--- src/rtl/graphite_pkg.sv ---
// Shared definitions for the graphite command path.
package graphite_pkg;

  localparam int CMD_WIDTH = 32;
  localparam int CMD_BYTES = 4;
  localparam int BYTE_W    = CMD_WIDTH / CMD_BYTES;

  typedef logic [1:0] cmd_byte_idx_t;

  // Assembler state doubles as the index of the next expected byte.
  typedef enum cmd_byte_idx_t {
    ST_IDLE = 2'd0,
    ST_B1   = 2'd1,
    ST_B2   = 2'd2,
    ST_B3   = 2'd3
  } asm_state_t;

endpackage

--- src/rtl/cmd_fifo.sv ---
// First-word-fall-through command FIFO. Head is visible on pop_data while
// not empty; push and pop in the same cycle are accepted even when full.
module cmd_fifo #(
  parameter int WIDTH = 32,
  parameter int DEPTH = 4
) (
  input  logic                         clk,
  input  logic                         reset_i,
  input  logic                         push,
  input  logic [WIDTH-1:0]             push_data,
  input  logic                         pop,
  output logic [WIDTH-1:0]             pop_data,
  output logic                         full,
  output logic                         empty,
  output logic [$clog2(DEPTH+1)-1:0]   count
);

  localparam int AW = $clog2(DEPTH);
  localparam int CW = $clog2(DEPTH+1);

  logic [WIDTH-1:0] mem [DEPTH];
  logic [AW-1:0]    wr_ptr, rd_ptr;
  logic             do_push, do_pop;

  assign full     = (count == CW'(DEPTH));
  assign empty    = (count == '0);
  assign do_pop   = pop && !empty;
  // A pop frees the head slot this cycle, so a full FIFO can still take a push.
  assign do_push  = push && (!full || do_pop);
  // Zero while empty so the output is clean after reset and on drain.
  assign pop_data = empty ? '0 : mem[rd_ptr];

  // Storage write; contents need no reset because empty masks the head.
  always_ff @(posedge clk) begin
    if (do_push) mem[wr_ptr] <= push_data;
  end

  // Pointer and occupancy bookkeeping.
  always_ff @(posedge clk or posedge reset_i) begin
    if (reset_i) begin
      wr_ptr <= '0;
      rd_ptr <= '0;
      count  <= '0;
    end else begin
      if (do_push) wr_ptr <= wr_ptr + 1'b1;
      if (do_pop)  rd_ptr <= rd_ptr + 1'b1;
      if (do_push && !do_pop)      count <= count + 1'b1;
      else if (!do_push && do_pop) count <= count - 1'b1;
    end
  end

endmodule

--- src/rtl/uart_cmd_assembler.sv ---
// Assembles uart bytes big-endian into 32-bit commands, queues them in a
// FWFT FIFO and streams them out valid/ready. A byte-gap timeout drops a
// partial command so the host re-synchronises on a command boundary.
module uart_cmd_assembler
  import graphite_pkg::*;
#(
  parameter int FREQ_MHZ   = 25,
  parameter int TIMEOUT_US = 1000,
  parameter int FIFO_DEPTH = 4
) (
  input  logic                 clk,
  input  logic                 reset_i,
  output logic                 uart_rd_o,
  input  logic [7:0]           uart_data_i,
  input  logic                 uart_busy_i,
  input  logic                 uart_valid_i,
  output logic                 cmd_axis_tvalid_o,
  input  logic                 cmd_axis_tready_i,
  output logic [CMD_WIDTH-1:0] cmd_axis_tdata_o,
  output logic                 resync_o,
  output logic [7:0]           drop_count_o
);

  localparam int TO_CYCLES = FREQ_MHZ * TIMEOUT_US;
  localparam int TO_W      = (TO_CYCLES > 1) ? $clog2(TO_CYCLES) : 1;
  localparam int CW        = $clog2(FIFO_DEPTH+1);

  asm_state_t           state, state_nxt;
  logic [CMD_WIDTH-1:0] shreg;
  logic [TO_W-1:0]      to_cnt;
  logic                 accept, timeout, push;
  logic [CMD_WIDTH-1:0] push_data;
  logic                 fifo_full, fifo_empty;
  logic [CW-1:0]        fifo_count;

  assign accept    = uart_rd_o && uart_valid_i && !uart_busy_i;
  // An accept in the timeout cycle wins over the discard.
  assign timeout   = (state != ST_IDLE) && !accept && (to_cnt == TO_W'(TO_CYCLES-1));
  assign push      = accept && (state == ST_B3);
  assign push_data = {shreg[CMD_WIDTH-1:BYTE_W], uart_data_i};

  // Assembler state register.
  always_ff @(posedge clk or posedge reset_i) begin
    if (reset_i) state <= ST_IDLE;
    else         state <= state_nxt;
  end

  // Next state: advance on each accept, fall back to IDLE on timeout.
  always_comb begin
    state_nxt = state;
    if (accept) begin
      case (state)
        ST_IDLE: state_nxt = ST_B1;
        ST_B1:   state_nxt = ST_B2;
        ST_B2:   state_nxt = ST_B3;
        default: state_nxt = ST_IDLE;
      endcase
    end else if (timeout) begin
      state_nxt = ST_IDLE;
    end
  end

  // Byte lanes of the partial command; byte 3 goes straight to the FIFO.
  always_ff @(posedge clk or posedge reset_i) begin
    if (reset_i) begin
      shreg <= '0;
    end else if (timeout) begin
      shreg <= '0;
    end else if (accept) begin
      case (state)
        ST_IDLE: shreg[CMD_WIDTH-1 -: BYTE_W]          <= uart_data_i;
        ST_B1:   shreg[CMD_WIDTH-BYTE_W-1 -: BYTE_W]   <= uart_data_i;
        ST_B2:   shreg[CMD_WIDTH-2*BYTE_W-1 -: BYTE_W] <= uart_data_i;
        default: shreg <= '0;
      endcase
    end
  end

  // Byte-gap counter: runs mid-command only, restarts on every accepted byte.
  always_ff @(posedge clk or posedge reset_i) begin
    if (reset_i)                                    to_cnt <= '0;
    else if (accept || timeout || state == ST_IDLE) to_cnt <= '0;
    else                                            to_cnt <= to_cnt + 1'b1;
  end

  // Discard pulse and saturating discard count.
  always_ff @(posedge clk or posedge reset_i) begin
    if (reset_i) begin
      resync_o     <= 1'b0;
      drop_count_o <= '0;
    end else begin
      resync_o <= timeout;
      if (timeout && drop_count_o != 8'hFF) drop_count_o <= drop_count_o + 1'b1;
    end
  end

  // Read request: stop once a push would take the last free slot, so any
  // byte 3 accepted later is guaranteed room.
  always_ff @(posedge clk or posedge reset_i) begin
    if (reset_i) uart_rd_o <= 1'b0;
    else         uart_rd_o <= !fifo_full && !(fifo_count == CW'(FIFO_DEPTH-1) && push);
  end

  assign cmd_axis_tvalid_o = !fifo_empty;

  cmd_fifo #(
    .WIDTH (CMD_WIDTH),
    .DEPTH (FIFO_DEPTH)
  ) u_fifo (
    .clk       (clk),
    .reset_i   (reset_i),
    .push      (push),
    .push_data (push_data),
    .pop       (cmd_axis_tvalid_o && cmd_axis_tready_i),
    .pop_data  (cmd_axis_tdata_o),
    .full      (fifo_full),
    .empty     (fifo_empty),
    .count     (fifo_count)
  );

endmodule

--- config.mk ---
export PLATFORM = sky130hd
export DESIGN_NAME = uart_cmd_assembler
export DESIGN_NICKNAME = d
export VERILOG_FILES = /design/src/rtl/graphite_pkg.sv /design/src/rtl/cmd_fifo.sv /design/src/rtl/uart_cmd_assembler.sv
export SDC_FILE = /design/constraint.sdc
export NUM_CORES = 1
export LEC_CHECK = 0
export BUFFER_PORTS_ARGS = -buffer_cell sky130_fd_sc_hd__buf_2
export CORE_MARGIN = 5
export CORE_UTILIZATION = 60
export DETAILED_ROUTE_END_ITERATION = 6
export GPL_ROUTABILITY_DRIVEN = 0
export PLACE_DENSITY = 0.88
export REMOVE_ABC_BUFFERS = 1
export SLEW_MARGIN = 30
export SYNTH_ARGS = -nofsm -noshare
export SYNTH_HDL_FRONTEND = slang
export SYNTH_SLANG_ARGS = --single-unit
--- constraint.sdc ---
create_clock -name clk -period 3 [get_ports clk]
set_clock_uncertainty 0.15 [all_clocks]
set_input_delay 0.3 -clock clk [delete_from_list [all_inputs] [get_ports clk]]
set_output_delay 0.3 -clock clk [all_outputs]
set_load 0.02 [all_outputs]
==> summary.json <==
{
  "cts_sinks": 186,
  "layout.cells.most_common": "sky130_fd_sc_hd__edfxtp_1",
  "clock_tree_from_tritoncts": "yes",
  "syn2layout_area_growth_pct": 14.55,
  "actual_slew_at_the_worst_max_slew_pin_ps": 768.2,
  "totalWireLength_mm": 14.76,
  "max-vdd-ir-drop_v": 0.0004748,
  "drtAntennaViolNets": 0,
  "num_io_pins": 56,
  "ys_seq_area_frac": 0.6925,
  "report.power.total_mw": 8.289,
  "fp.coreArea_sq_um": 12570,
  "fill_cells": 787,
  "report.final.setup_viol": 0,
  "min-delay-path-class": "primary input to register",
  "post_drt_wl_per_cell_um": 20.05,
  "floorplan.die_area_sq_um": 15100,
  "via_count_of_the_first_global_routing_pass": 4548,
  "commonest_non_fill_non_tap_cells_in_the_layout": "sky130_fd_sc_hd__edfxtp_1 (128), sky130_fd_sc_hd__dfrtp_1 (57), sky130_fd_sc_hd__buf_2 (55)",
  "antenna_diode_count": 0,
  "port_buffers": 55,
  "mappedNetlistArea_sq_um": 7646,
  "worst_skew_pair.late_latency_ps": 430,
  "vias_per_cell": 5.950,
  "min_period_over_period": 0.8090,
  "clk_transition_reported_paths_ps": 70,
  "instances_no_fill": 736,
  "antenna_violations_before_repair": 1,
  "starting_density_of_the_core": 0.6084,
  "drive_gt1_frac": 0.2482,
  "setup_slack_ps": 573.1,
  "final_hold_viol_count": 0,
  "drt_pre_antenna_iters": 5,
  "period_needed_ps": 2427,
  "synth_seq_cells": 186,
  "hold_ws_ps": 11.55,
  "p_per_area_nw_per_um2": 946.5,
  "critical_path.slowest_cell": "sky130_fd_sc_hd__mux4_2",
  "synth.yosys.warnings": 0,
  "worstPathArrival_ps": 1980,
  "syn_area_per_cell_sq_um": 15.83,
  "sequential_cell_area_sq_um": 5296,
  "via_count": 4379,
  "standby_leakage_power_nw": 3.336,
  "rsz0062_at_grt": "false",
  "globalRouteTotalUtil": 0.2132,
  "post_synthesis_cell_count": 483,
  "setup-tns-final_ps": 0,
  "worst_rel_slew_slack": 0.4871,
  "grt_pass1_wl_mm": 23.80,
  "cts_buffers": 17,
  "max-clock-path-buffers": 2,
  "die_height_um": 122.9,
  "nets": 576,
  "worst-setup-path-type": "register to output pin",
  "post-place-cells": 701,
  "critPathCaptureType": "output pin",
  "global_route_overflow": 0,
  "grt_start_max_net_pins": 37,
  "worst-endpoint-required_ps": 2550,
  "num_rows": 41,
  "status": "complete, no violations",
  "cts_resized": 0,
  "drv_slew": 0,
  "fmaxAchievable_ghz": 0.4121,
  "multi_input_area_sq_um": 2225,
  "detail_route.drc_violations": 0,
  "ctsRootBufferMaster": "sky130_fd_sc_hd__clkbuf_16",
  "dp.final_hpwl_mm": 9.182,
  "max_fanout_on_critical_path": 12,
  "cap_viol_max_count": 0,
  "pre_cts_ws_ps": 633.9,
  "die_span_in_x_um": 122.9,
  "cp_slowest_stage_delay_ps": 550,
  "crit_start_category": "register",
  "synthDistinctLibCells": 42,
  "cp_cell_sequence": "buf_4 > mux4_2 > and2_1 > buf_2",
  "drt_iter0_markers": 386,
  "htree_num_levels": 4
}
sequential cells by signal, indices dropped and copies added, names as in the netlist:
register       count
resync_o           1
uart_rd_o          1
state              2
shreg             24
drop_count_o       8
u_fifo.wr_ptr      2
to_cnt            15
u_fifo.rd_ptr      2
u_fifo.count       3
u_fifo.mem       128
cell usage after synthesis (all sizes together):
master,instances,share of area
nor2b,3,0.0025
and2,37,0.030
nor4,1,0.0016
inv,9,0.0044
a311oi,1,0.0020
and3b,1,0.0011
nand3,32,0.021
fa,1,0.0026
mux4,32,0.094
xnor2,10,0.011
nor4b,2,0.0051
dfrtp,58,0.19
nand2b,3,0.0025
ha,11,0.018
a21oi,26,0.017
nor3b,1,0.00098
buf,11,0.0070
and3,4,0.0033
nor2,19,0.0093
o21ai,3,0.0020
o211ai,1,0.0016
mux2,2,0.0034
xor2,11,0.013
nor3,6,0.0052
a31oi,5,0.0041
a211oi,2,0.0020
nand4,4,0.0041
and4b,1,0.0013
a41oi,1,0.0011
clkbuf,11,0.0054
or3,5,0.0041
nand3b,1,0.0026
nand2,34,0.017
and4,5,0.0057
a32oi,1,0.0011
edfxtp,128,0.50
report_power, final:
group	internal, mW	leakage (nW)	switching [mW]
clock	1.22	0.271	0.903
combinational	1.06	1.12	1.43
sequential	3.32	1.94	0.359
total	5.60	3.34	2.69
final timing paths:
| check | start | endpoint | slack [ps] | cells past startpoint |
|---|---|---|---|---|
| min in group asynchronous | reset_i | to_cnt[14] | 430 | 3 |
| setup / recovery | u_fifo.rd_ptr[0] | cmd_axis_tdata_o[5] | 570 | 4 |
| hold / removal | uart_data_i[7] | u_fifo.mem[1][7] | 10 | 1 |
| setup reg to reg | state[0] | shreg[17] | 640 | 6 |
| max in group asynchronous | reset_i | shreg[17] | 1670 | 4 |
| hold reg to reg | to_cnt[0] | to_cnt[0] | 350 | 1 |
timing repair:
action,4_1_cts,5_1_grt
endpoints found under the hold margin,43,0
hold buffers,3,0
setup buffers,0,0
metal layers:
metal | part of all wire | track usage
met5 | 0.00088 | 0
met2 | 0.53 | 0.3666
met4 | 0.015 | 0.07348
met3 | 0.071 | 0.05622
met1 | 0.38 | 0.2629
stage by stage:
step           instance area (sq um)  utilization
6_report                        8758       0.6969
3_5_place_dp                    8168       0.6499
2_1_floorplan                   7551            -
5_1_grt                         8758       0.6969
4_1_cts                         8758       0.6969
3_3_place_gp                    8168       0.6499
worst max-delay path: cells and delay by family (launching register included):
family / cells / cell delay (ps)
and+or+nand+nor: 1 / 180
DFF: 1 / 390
buffers and inverters: 2 / 420
muxes: 1 / 550
final cells by class:
class / instances / share of cell area
Clock buffer: 19 / 0.04943
Timing Repair Buffer: 71 / 0.04886
Inverter: 9 / 0.003857
Tap cell: 172 / 0.02457
Multi-Input combinational cell: 266 / 0.2540
Sequential cell: 186 / 0.6047
Clock inverter: 13 / 0.01457
cell families (layout without fill, tap and decap cells):
| kind of cell | after synthesis | after routing | share of synthesized area |
|---|---|---|---|
| xor gates and xnor gates | 21 | 21 | 0.02405 |
| and+or+nand+nor | 159 | 159 | 0.1173 |
| AOI/OAI and AO/OA | 40 | 40 | 0.03093 |
| adders and majority gates | 12 | 12 | 0.02062 |
| muxes | 34 | 34 | 0.09769 |
| buffers and inverters | 31 | 112 | 0.01685 |
| DFF | 186 | 186 | 0.6925 |
No activity file was read; power rests on OpenSTA's default activity.
